==> config.mk <==
export PLATFORM = sky130hd
export DESIGN_NAME = seg_display_mux
export DESIGN_NICKNAME = d
export VERILOG_FILES = /design/src/rtl/seg_display_mux_pkg.sv /design/src/rtl/seg_symbol_decode.sv /design/src/rtl/seg_display_mux.sv
export SDC_FILE = /design/constraint.sdc
export NUM_CORES = 1
export LEC_CHECK = 0
export BUFFER_PORTS_ARGS = -buffer_cell sky130_fd_sc_hd__buf_2
export CORE_MARGIN = 10
export CORE_UTILIZATION = 45
export DETAILED_ROUTE_END_ITERATION = 16
export GPL_TIMING_DRIVEN = 0
export HOLD_SLACK_MARGIN = 0.1
export SLEW_MARGIN = 20
export SYNTH_ARGS = -nofsm -noshare
export SYNTH_HDL_FRONTEND = slang
export SYNTH_HIERARCHICAL = 1
export SYNTH_SLANG_ARGS = --single-unit
==> constraint.sdc <==
create_clock -name clk -period 4.42 [get_ports clk]
set_clock_uncertainty 0.2 [all_clocks]
set_input_delay 0.884 -clock clk [delete_from_list [all_inputs] [get_ports clk]]
set_output_delay 0.884 -clock clk [all_outputs]
set_load 0.01 [all_outputs]
==> src/rtl/seg_display_mux_pkg.sv <==
// Symbol codes and active-high segment patterns {a,b,c,d,e,f,g} for the front-panel display.
package seg_display_pkg;

  localparam int SYM_W = 5;

  localparam logic [SYM_W-1:0] SYM_BLANK = 5'd0;
  localparam logic [SYM_W-1:0] SYM_HEX0  = 5'd1;
  localparam logic [SYM_W-1:0] SYM_HEX1  = 5'd2;
  localparam logic [SYM_W-1:0] SYM_HEX2  = 5'd3;
  localparam logic [SYM_W-1:0] SYM_HEX3  = 5'd4;
  localparam logic [SYM_W-1:0] SYM_HEX4  = 5'd5;
  localparam logic [SYM_W-1:0] SYM_HEX5  = 5'd6;
  localparam logic [SYM_W-1:0] SYM_HEX6  = 5'd7;
  localparam logic [SYM_W-1:0] SYM_HEX7  = 5'd8;
  localparam logic [SYM_W-1:0] SYM_HEX8  = 5'd9;
  localparam logic [SYM_W-1:0] SYM_HEX9  = 5'd10;
  localparam logic [SYM_W-1:0] SYM_HEXA  = 5'd11;
  localparam logic [SYM_W-1:0] SYM_HEXB  = 5'd12;
  localparam logic [SYM_W-1:0] SYM_HEXC  = 5'd13;
  localparam logic [SYM_W-1:0] SYM_HEXD  = 5'd14;
  localparam logic [SYM_W-1:0] SYM_HEXE  = 5'd15;
  localparam logic [SYM_W-1:0] SYM_HEXF  = 5'd16;
  localparam logic [SYM_W-1:0] SYM_DASH  = 5'd17;
  localparam logic [SYM_W-1:0] SYM_L     = 5'd18;
  localparam logic [SYM_W-1:0] SYM_D     = 5'd19;
  localparam logic [SYM_W-1:0] SYM_P     = 5'd20;
  localparam logic [SYM_W-1:0] SYM_N     = 5'd21;

  localparam logic [6:0] SEG_BLANK = 7'b0000000;
  localparam logic [6:0] SEG_HEX0  = 7'b1111110;
  localparam logic [6:0] SEG_HEX1  = 7'b0110000;
  localparam logic [6:0] SEG_HEX2  = 7'b1101101;
  localparam logic [6:0] SEG_HEX3  = 7'b1111001;
  localparam logic [6:0] SEG_HEX4  = 7'b0110011;
  localparam logic [6:0] SEG_HEX5  = 7'b1011011;
  localparam logic [6:0] SEG_HEX6  = 7'b1011111;
  localparam logic [6:0] SEG_HEX7  = 7'b1110000;
  localparam logic [6:0] SEG_HEX8  = 7'b1111111;
  localparam logic [6:0] SEG_HEX9  = 7'b1111011;
  localparam logic [6:0] SEG_HEXA  = 7'b1110111;
  localparam logic [6:0] SEG_HEXB  = 7'b0011111;
  localparam logic [6:0] SEG_HEXC  = 7'b1001110;
  localparam logic [6:0] SEG_HEXD  = 7'b0111101;
  localparam logic [6:0] SEG_HEXE  = 7'b1001111;
  localparam logic [6:0] SEG_HEXF  = 7'b1000111;
  localparam logic [6:0] SEG_DASH  = 7'b0000001;
  localparam logic [6:0] SEG_L     = 7'b0001110;
  localparam logic [6:0] SEG_D     = 7'b0111101;
  localparam logic [6:0] SEG_P     = 7'b1100111;
  localparam logic [6:0] SEG_N     = 7'b0010101;

endpackage

==> src/rtl/seg_symbol_decode.sv <==
// Combinational symbol-code to active-high segment pattern decoder; unused codes are blank.
module seg_symbol_decode
  import seg_display_pkg::*;
(
  input  logic [SYM_W-1:0] code,
  output logic [6:0]       seg
);

  always_comb begin
    seg = SEG_BLANK;
    case (code)
      SYM_HEX0: seg = SEG_HEX0;
      SYM_HEX1: seg = SEG_HEX1;
      SYM_HEX2: seg = SEG_HEX2;
      SYM_HEX3: seg = SEG_HEX3;
      SYM_HEX4: seg = SEG_HEX4;
      SYM_HEX5: seg = SEG_HEX5;
      SYM_HEX6: seg = SEG_HEX6;
      SYM_HEX7: seg = SEG_HEX7;
      SYM_HEX8: seg = SEG_HEX8;
      SYM_HEX9: seg = SEG_HEX9;
      SYM_HEXA: seg = SEG_HEXA;
      SYM_HEXB: seg = SEG_HEXB;
      SYM_HEXC: seg = SEG_HEXC;
      SYM_HEXD: seg = SEG_HEXD;
      SYM_HEXE: seg = SEG_HEXE;
      SYM_HEXF: seg = SEG_HEXF;
      SYM_DASH: seg = SEG_DASH;
      SYM_L:    seg = SEG_L;
      SYM_D:    seg = SEG_D;
      SYM_P:    seg = SEG_P;
      SYM_N:    seg = SEG_N;
      default:  seg = SEG_BLANK;
    endcase
  end

endmodule

==> src/rtl/seg_display_mux.sv <==
// Time-multiplexed N-digit seven-segment driver with shadowed symbols, per-digit blink
// and selectable segment/anode polarity. Outputs are registered one cycle behind idx.
module seg_display_mux
  import seg_display_pkg::*;
#(
  parameter int NUM_DIGITS     = 4,
  parameter int REFRESH_DIV    = 100000,
  parameter int BLINK_SCANS    = 64,
  parameter int SEG_ACTIVE_LOW = 1,
  parameter int AN_ACTIVE_LOW  = 1
) (
  input  logic                        clk,
  input  logic                        rst,
  input  logic [SYM_W*NUM_DIGITS-1:0] symbols_in,
  input  logic                        load,
  input  logic                        blink_en,
  input  logic [NUM_DIGITS-1:0]       blink_mask,
  output logic [NUM_DIGITS-1:0]       an_out,
  output logic [6:0]                  seg_out,
  output logic                        scan_tick
);

  localparam int CNT_W = $clog2(REFRESH_DIV);
  localparam int IDX_W = (NUM_DIGITS > 1) ? $clog2(NUM_DIGITS) : 1;
  localparam int SC_W  = (BLINK_SCANS > 1) ? $clog2(BLINK_SCANS) : 1;

  localparam logic [CNT_W-1:0]      CNT_LAST = CNT_W'(REFRESH_DIV - 1);
  localparam logic [IDX_W-1:0]      IDX_LAST = IDX_W'(NUM_DIGITS - 1);
  localparam logic [SC_W-1:0]       SC_LAST  = SC_W'(BLINK_SCANS - 1);
  localparam logic [NUM_DIGITS-1:0] AN_OFF   = (AN_ACTIVE_LOW != 0) ? '1 : '0;
  localparam logic [6:0]            SEG_OFF  = (SEG_ACTIVE_LOW != 0) ? 7'h7F : 7'h00;

  logic [SYM_W*NUM_DIGITS-1:0] shadow;
  logic [CNT_W-1:0]            cnt;
  logic [IDX_W-1:0]            idx;
  logic [SC_W-1:0]             scan_cnt;
  logic                        blink_phase;

  logic [SYM_W-1:0]      sel_code;
  logic [6:0]            sel_pat;
  logic [NUM_DIGITS-1:0] an_hot;
  logic                  blank_digit;
  logic [6:0]            seg_lit;
  logic                  advance;
  logic                  wrap;

  always_comb begin
    sel_code = SYM_BLANK;
    an_hot   = '0;
    for (int i = 0; i < NUM_DIGITS; i++) begin
      if (idx == IDX_W'(i)) begin
        sel_code  = shadow[i*SYM_W +: SYM_W];
        an_hot[i] = 1'b1;
      end
    end
  end

  seg_symbol_decode u_decode (
    .code (sel_code),
    .seg  (sel_pat)
  );

  // Blanking only kills segments; the anode keeps scanning so brightness stays even.
  assign blank_digit = blink_en & blink_phase & (|(blink_mask & an_hot));
  assign seg_lit     = blank_digit ? SEG_BLANK : sel_pat;
  assign advance     = (cnt == CNT_LAST);
  assign wrap        = advance && (idx == IDX_LAST);

  always_ff @(posedge clk) begin
    if (rst) begin
      shadow      <= '0;
      cnt         <= '0;
      idx         <= '0;
      scan_cnt    <= '0;
      blink_phase <= 1'b0;
      scan_tick   <= 1'b0;
      an_out      <= AN_OFF;
      seg_out     <= SEG_OFF;
    end else begin
      if (load) shadow <= symbols_in;

      if (advance) begin
        cnt <= '0;
        idx <= (idx == IDX_LAST) ? '0 : idx + 1'b1;
      end else begin
        cnt <= cnt + 1'b1;
      end

      scan_tick <= wrap;

      if (wrap) begin
        if (scan_cnt == SC_LAST) begin
          scan_cnt    <= '0;
          blink_phase <= ~blink_phase;
        end else begin
          scan_cnt <= scan_cnt + 1'b1;
        end
      end

      an_out  <= (AN_ACTIVE_LOW != 0) ? ~an_hot : an_hot;
      seg_out <= (SEG_ACTIVE_LOW != 0) ? ~seg_lit : seg_lit;
    end
  end

endmodule
======== After elaboration in Yosys (flattened, before gate mapping) ========
Memories as Yosys holds them, arrays and structs flattened.
Cells that the tools add are included.
operators by class
  reduce and logical (&&, ||, !) cells .... 5
  multipliers ............................. 0
  bitwise operators ....................... 6
  add/subtract/negate cells ............... 3
  eq/ne operators ......................... 5
  magnitude comparators ................... 0
  div/mod/pow operators ................... 0
  mux-type cells .......................... 11
  shift-type cells ........................ 0
operators with widths
  operator                                                                count
  5-bit two-way mux                                                       4
  17-bit by 1-bit adder with 17-bit output (second input constant)        1
  17-bit equality test (second input constant)                            1
  7-bit two-way mux                                                       1
  7-bit NOT                                                               1
  6-bit by 1-bit adder with 6-bit output (second input constant)          1
  6-bit equality test (second input constant)                             1
  6-bit two-way mux                                                       1
  4-bit AND                                                               1
  2-bit equality test (second input constant)                             2
  1-bit two-way mux                                                       4
  4-bit NOT                                                               1
  4-bit OR reduction                                                      1
  2-bit by 1-bit adder with 2-bit output (second input constant)          1
  1-bit AND                                                               2
  2-bit by 1-bit equality test with 1-bit output (second input constant)  1
  2-bit logical NOT                                                       1
  2-bit two-way mux                                                       1
  2-bit AND reduction                                                     1
  2-bit OR reduction                                                      1
  1-bit logical AND                                                       1
  1-bit NOT                                                               1
storage, ports and cells
  flip-flop bits (word level) ............. 58
  ROM bits ................................ 224
  bits in writable memories ............... 0
  bits in latches ......................... 0
  word-level logic and storage cells ...... 39
  memories kept ........................... 1
memories
  name             depth  bits a word  read ports  clocked after Yosys merged registers in  write ports  line                     RTL
  (no name shown)  32     7            1           0                                        0            seg_symbol_decode.sv:11  case (code)

======== Depth between registers and ports, before layout ========
Gate-level depths: netlist of run 1.
An unclocked memory read counts as a cell.
  depth in word-level cells ............... 8
  depth in mapped cells ................... 13
  depth with buffers taken out ............ 12

======== Hierarchy ========
Netlist of run 1, hierarchy kept.
modules (own cells, without submodules)
  module             seq. area each (um^2)  cells each  area an instance (um^2)  times used
  seg_display_mux    1161.1                 275         2517.4                   1
  seg_symbol_decode  0.0                    51          367.9                    1

======== Least setup slack after synthesis of run 1 ========
Ideal clock, no wire load.
  path kind ............................... register -> register
  start ................................... reg idx[1]
  end ..................................... reg seg_out[1]
  stages on the path, launching flop included .. 14
  path buffers ............................ 1
  data arrival time ....................... 2688 ps
  setup slack ............................. 1400 ps
  setup time .............................. 132 ps
  cell sequence ........................... dfxtp_1 > inv_1 > ha_1 > clkbuf_1 > nand3b_1 > a21oi_1 > a21oi_1 > o21ai_0 > inv_1 > ha_1 > a221oi_1 > a31oi_1 > a211oi_1 > nand2_1
on the way
  cells in the longest elaborated chain, start to end .. 8
ends and longest elaborated chain
  what                            line                    RTL
  start: declaration              seg_display_mux.sv:35   logic [IDX_W-1:0] idx;
  start signal: assignment        seg_display_mux.sv:84   idx <= (idx == IDX_LAST) ? '0 : idx + 1'b1;
  2-bit logical NOT               seg_display_mux.sv:51   if (idx == IDX_W'(i)) begin
  5-bit two-way mux (3 in a row)  seg_display_mux.sv:51
  5-bit two-way mux *             seg_display_mux.sv:51
  net sel_code[0]                 seg_display_mux.sv:39   logic [SYM_W-1:0] sel_code;
  memory 32 x 7 bit *             -
  net sel_pat[1]                  seg_display_mux.sv:40   logic [6:0] sel_pat;
  7-bit two-way mux *             seg_display_mux.sv:65   assign seg_lit = blank_digit ? SEG_BLANK : sel_pat;
  7-bit NOT *                     seg_display_mux.sv:101  seg_out <= (SEG_ACTIVE_LOW != 0) ? ~seg_lit : seg_lit;
  end signal: assignment          seg_display_mux.sv:101
  end: declaration                seg_display_mux.sv:19   output logic [6:0] seg_out,
The timed path passes the listed nets; every way through them passes the cells marked *.
A chain may end at the register's enable or synchronous reset.

======== Final worst setup path of run 1 ========
Same ends and word-level chain as after synthesis.

==> impl_metrics.toml, run 1 <==
[clock_network]
post_cts_resized = 0
clock_latency_ps = 350
cts_max_path_buffers = 2
cts.sinks = 58
cts_tree = "yes"
cts_htree_levels = 3
clk_pin_slew_ps = 70
ctsRootBufferMaster = "clkbuf_8"
cts_made_buffers = 9
cts_setup_buffers = 0
ctsHoldBuffers = 0

[placed_design]
gp_congestion = 0.9290
dp_slack_ps = 661.6
dp_cells = 441
placed_area_um2 = 3172
dpl.hpwl_mm = 4.622
io_buffer_count = 38

[detailed_routing]
wl_mm = 6.512
wire_per_inst_um = 14.25
vias = 2443
dr.pass1.iters = 5
drt-initial-drc-count = 65
postRouteAntennaNets = 0
drc = 0
vias_per_cell = 5.346

[synth]
netlist.area_leader.share_pct = 40.24
synthArstFlopShare_pct = 0
syn_inst = 326
synth.ff_latch_count = 58
synth-edff-count = 0
syn_avg_cell_area_um2 = 8.851
synth_seq_area_share_pct = 40.24
synth_flop_cell = "dfxtp_1"
synth_area_leaders = "dfxtp_1 40%, mux2i_1 7.3%, nor2_1 5.7%"
syn-num-nets = 366
syn_area_um2 = 2885
synth_warnings = 6
netlist.top_cell.by_area = "dfxtp_1"
synth_cell_types = 50

[power_and_ir_drop]
p_total_mw = 1.140
switching_power_uw = 289.0
pwr-share-seq_pct = 48.4
p_int_uw = 851.2
combPwrFrac_pct = 10.1
switching_share_pct = 25.34
power_frac_clock_pct = 41.5
power.density_nw_per_um2 = 339.6
leakagePower_nw = 1.366
vdd_drop_max_mv = 0.1760

[critical_path]
worstPathArrival_ps = 3720
path_class = "reg2reg"
path_max_fanout = 10
required_ps = 4430
regToRegSetupSlack_ps = 720
end_kind = "flip-flop"
start_kind = "flip-flop"

[cells_and_area]
syn_to_final_growth_pct = 16.35
diodes = 0
stdcell_count = 457
final_area_um2 = 3357
final_cell_mix = "58 x dfxtp_1, 44 x nor2_1, 42 x buf_2, 29 x nand2_1, 21 x mux2i_1"
utilization_pct = 53.48
fill_cells = 608
drive_gt1_share_pct = 18.68
final_common_cell = "dfxtp_1"
finalNetCount = 415

[worst_hold_path]
hold_path.class = "reg2reg"

[floorplan]
fp.dieW_um = 100.1
die_area_um2 = 10020
start_util_pct = 45.96
rows = 29
pin_count = 40
core_um2 = 6277
die_y_um = 100.1

[sta]
slew_violations = 0
worstMarginPinSlew_ps = 1009
period_share_pct = 83.79
rsz0062_at_grt = "false"
finalHoldViolCount = 0
max_freq_mhz = 270.0
whs_ps = 281.1
finalSetupViolCount = 0
slew_headroom_pct = 32.04
fin_crit_ps = 3704
fin_tns_setup_ps = 0
worst_slack_ps = 716.5

[global_route]
grt_overflow = 0
grt_max_degree = 11
grt_pass1_vias = 2304
grt_pass1_wl_mm = 10.87
antenna_found_initial = 0
track_usage_pct = 13.29

[status]
outcome = "finished, final reports clean"

[flow_run]
cap_violations = 0
final cells by class:
class	count	area (µm²)	area share (%)
buffer	18	98.84	2.944
clock buffer	10	127.6	3.802
clock inverter	6	57.56	1.714
inverter	11	41.29	1.230
multi-input combinational	239	1584	47.19
sequential	58	1161	34.59
tap	77	96.34	2.870
timing repair buffer	38	190.2	5.665
sequential cells by signal (all words and copies together) (netlist names):
| register | cells |
|---|---|
| blink_phase | 1 |
| idx | 2 |
| cnt | 17 |
| scan_cnt | 6 |
| shadow | 20 |
| scan_tick | 1 |
| seg_out | 7 |
| an_out | 4 |
worst max-delay path, cell delays in order (launching register included):
cell and delay [ps]:
dfxtp_1 370, inv_1 80, ha_1 220, clkbuf_1 210
nand3b_1 200, a21oi_1 170, a21oi_1 60, o21ai_0 800
inv_1 250, ha_1 340, a221oi_1 290, a31oi_1 80
a211oi_1 220, nand2_1 80
final timing paths:
path / startpoint / to / cells after the start
worst max-delay path: idx[1] / seg_out[1] / 13
worst min-delay path: cnt[0] / cnt[0] / 1
worst max register to register: idx[1] / seg_out[1] / 13
worst min register to register: cnt[0] / cnt[0] / 1
cells in the mapped netlist (3+ instances only):
library cell  number
dfxtp_1           58
nor2_1            44
nand2_1           29
mux2i_1           21
a21oi_1           20
ha_1              12
inv_1             10
xnor2_1           10
clkbuf_1           9
nand4_1            9
o21ai_0            9
nand3_1            8
nand2b_1           7
nor3_1             6
nand3b_1           5
xor2_1             5
a211oi_1           4
a31oi_1            4
buf_2              4
nor4_1             4
a21o_1             3
and4_1             3
buf_4              3
nor2b_1            3
or4_1              3
layer usage:
| layer | GRT usage (%) | vias to the layer above | share of wire, % |
|---|---|---|---|
| li1 | - | 1249 | - |
| met1 | 16.25 | 1128 | 47 |
| met2 | 20.41 | 55 | 46 |
| met3 | 3.434 | 11 | 5.1 |
| met4 | 8.261 | 0 | 2.2 |
| met5 | 0 | - | 0 |
power by group through the flow:
stage	registers (mW)	logic (mW)	clock network, mW
2_1_floorplan	0.566	0.0748	0
3_3_place_gp	0.563	0.114	0
3_5_place_dp	0.564	0.114	0
4_1_cts	0.552	0.116	0.489
5_1_grt	0.554	0.129	0.505
6_report	0.552	0.115	0.473
logic make-up (layout without fill, tap and decap cells):
family          count (synthesis)  in the layout  share of synthesized area [%]
flops                          58             58                          40.24
xor+xnor                       15             15                          4.553
simple gates                  135            135                          25.33
fa+ha+maj                      12             12                          5.204
mux                            23             23                          8.196
buf+inv                        29             83                          4.857
compound gates                 54             54                          11.62
Note: power is estimated with default switching activity, not from simulation.
==> inputs of run 2 (changes only) <==
ABC_AREA = 1   (was default)
clock period = 3.58 ns   (was 4.42 ns; I/O delays follow)
==> impl_metrics.toml, run 2 <==
[critical_path]
path_class = "reg2reg"
start_kind = "flip-flop"
end_kind = "flip-flop"
required_ps = 3580
worstPathArrival_ps = 3140
path_max_fanout = 7
r2r.worst_path.cells = 15

[synth]
synth_warnings = 6
synthSimpleGateAreaFrac_pct = 37.32
synth_xor_area_share_pct = 1.427
synthArstFlopShare_pct = 0
syn_avg_cell_area_um2 = 7.004
netlist.top_cell.by_area = "dfxtp_1"
synth_area_leaders = "dfxtp_1 38%, nand2_1 11%, nor2_1 9.1%"
synthMuxAreaShare_pct = 0
synth-compound-area-share_pct = 10.97
synth.ff_latch_count = 58
synthTopCellsByCount = "93 x nand2_1, 74 x nor2_1, 58 x dfxtp_1, 39 x nand3_1, 31 x inv_1"
synth_cell_types = 35
yosysMostFrequentCell = "nand2_1"
synth_top_family_by_area = "simple AND/OR/NAND/NOR gates"
synth_adder_area_share_pct = 4.894
syn_inst = 438
synth_flop_cell = "dfxtp_1"
synth-edff-count = 0
syn-num-nets = 478
netlist.area_leader.share_pct = 37.85
syn_area_um2 = 3068
synth_seq_area_share_pct = 37.85

[sta]
finalHoldViolCount = 0
worstMarginPinSlew_ps = 780.3
slew_violations = 0
fin_crit_ps = 3134
slew_headroom_pct = 47.43
period_share_pct = 87.55
max_freq_mhz = 319.1
rsz0062_at_grt = "false"
fin_tns_setup_ps = 0
finalSetupViolCount = 0

[cells_and_area]
utilization_pct = 52.61
finalNetCount = 528
final_cell_mix = "93 x nand2_1, 74 x nor2_1, 58 x dfxtp_1, 41 x buf_2, 39 x nand3_1"
seqCellArea_um2 = 1161
drive_gt1_share_pct = 19.88
fill_cells = 672
multi_input_area_um2 = 1675
diodes = 0
syn_to_final_growth_pct = 15.21
largest_register_ffs = 20
top_regs = "shadow x20, cnt x17, seg_out x7"
final_common_cell = "nand2_1"
regMostFlops = "shadow"

[clock_network]
cts_setup_buffers = 0
post_cts_resized = 0
cts_made_buffers = 9
ctsHoldBuffers = 0
ctsRootBufferMaster = "clkbuf_8"
cts_tree = "yes"
cts_htree_levels = 3
cts_max_path_buffers = 2
cts.sinks = 58
clock_latency_ps = 330
clk_pin_slew_ps = 60

[floorplan]
die_y_um = 102.6
die_area_um2 = 10520
rows = 30
core_um2 = 6719
start_util_pct = 45.66
pin_count = 40
fp.dieW_um = 102.6

[detailed_routing]
dr.pass1.iters = 5
vias_per_cell = 4.873
drt-initial-drc-count = 235
wire_per_inst_um = 12.35
postRouteAntennaNets = 0
vias = 2792
wl_mm = 7.077
drc = 0

[global_route]
grt_pass1_vias = 2582
track_usage_pct = 14.00
antenna_found_initial = 0
grt_overflow = 0
grt_pass1_wl_mm = 11.77
grt_max_degree = 11

[power_and_ir_drop]
vdd_drop_max_mv = 0.2171
power.density_nw_per_um2 = 384.5
leakagePower_nw = 1.486

[status]
outcome = "finished, final reports clean"

[placed_design]
dpl.hpwl_mm = 5.395
gp_congestion = 0.8490
io_buffer_count = 39

[flow_run]
cap_violations = 0

[worst_hold_path]
holdPathStages = 1
hold_path.class = "reg2reg"
run 2: cell count changes after synthesis, moves of 20 or more:
| cell | before | now |
|---|---|---|
| inv_1 | 10 | 31 |
| mux2i_1 | 21 | 0 |
| nand2_1 | 29 | 93 |
| nand3_1 | 8 | 39 |
| nor2_1 | 44 | 74 |
| o21ai_0 | 9 | 29 |
run 2: layer usage:
| metal | up-vias | share of wire (%) | global-route usage (%) |
|---|---|---|---|
| met5 | - | 0 | 0 |
| met4 | 0 | 1.1 | 5.206 |
| met3 | 6 | 4.9 | 4.290 |
| met2 | 48 | 45 | 21.20 |
| met1 | 1225 | 49 | 18.25 |
| li1 | 1513 | - | - |
run 2: through the flow:
| step | cell area (µm²) | power (mW) | instances | worst slack (ps) | hold slack [ps] |
|---|---|---|---|---|---|
| 6_report | 3535 | 1.359 | 573 | 445.7 | 250.5 |
| 5_1_grt | 3535 | 1.429 | 573 | 72.69 | 290.1 |
| 4_1_cts | 3535 | 1.371 | 573 | 472.5 | 253.6 |
| 3_5_place_dp | 3363 | 0.8417 | 557 | 483.7 | 243.8 |
| 3_3_place_gp | 3363 | 0.8401 | 557 | 519.7 | 231.7 |
| 2_1_floorplan | 3068 | 0.7937 | 438 | 1004 | 217.5 |
run 2: final cells by class:
cell class | count | area share [%]
timing repair buffer | 39 | 5.522
inverter | 41 | 4.354
clock buffer | 11 | 4.000
clock inverter | 5 | 0.8496
sequential | 58 | 32.85
tap | 80 | 2.832
buffer | 14 | 2.195
multi-input combinational | 325 | 47.40
run 2: path summary, 6_finish.rpt:
path	to	slack [ps]	startpoint
hold reg to reg	cnt[0]	250	cnt[0]
hold / removal	cnt[0]	250	cnt[0]
setup / recovery	seg_out[6]	450	idx[1]
setup reg to reg	seg_out[6]	450	idx[1]
run 2: worst max-delay path, stage by stage, from the launching register on:
cell and delay (ps):
dfxtp_1 370, inv_1 100, ha_1 280, inv_1 190, nand3_1 90, nand2_1 80
o21ai_0 110, o21ai_0 640, inv_1 240, ha_1 260, inv_1 90, nand2_4 60
nand3_1 90, nand3_1 80, nand2_1 70, nand3_1 60
run 2: where the power goes:
group | total, mW | internal [mW] | switching, mW | leakage [nW]
Sequential | 0.683 | 0.672 | 0.0104 | 0.475
Clock | 0.532 | 0.266 | 0.266 | 0.0851
Combinational | 0.144 | 0.0576 | 0.0867 | 0.926
run 2: cells by family (layout without fill, tap and decap cells):
kind of cell               after synthesis  in the layout
and+or+nand+nor                        247            247
AOI/OAI and AO/OA                       61             61
DFF                                     58             58
buffers and inverters                   55            110
adders and majority gates               12             12
xor gates and xnor gates                 5              5
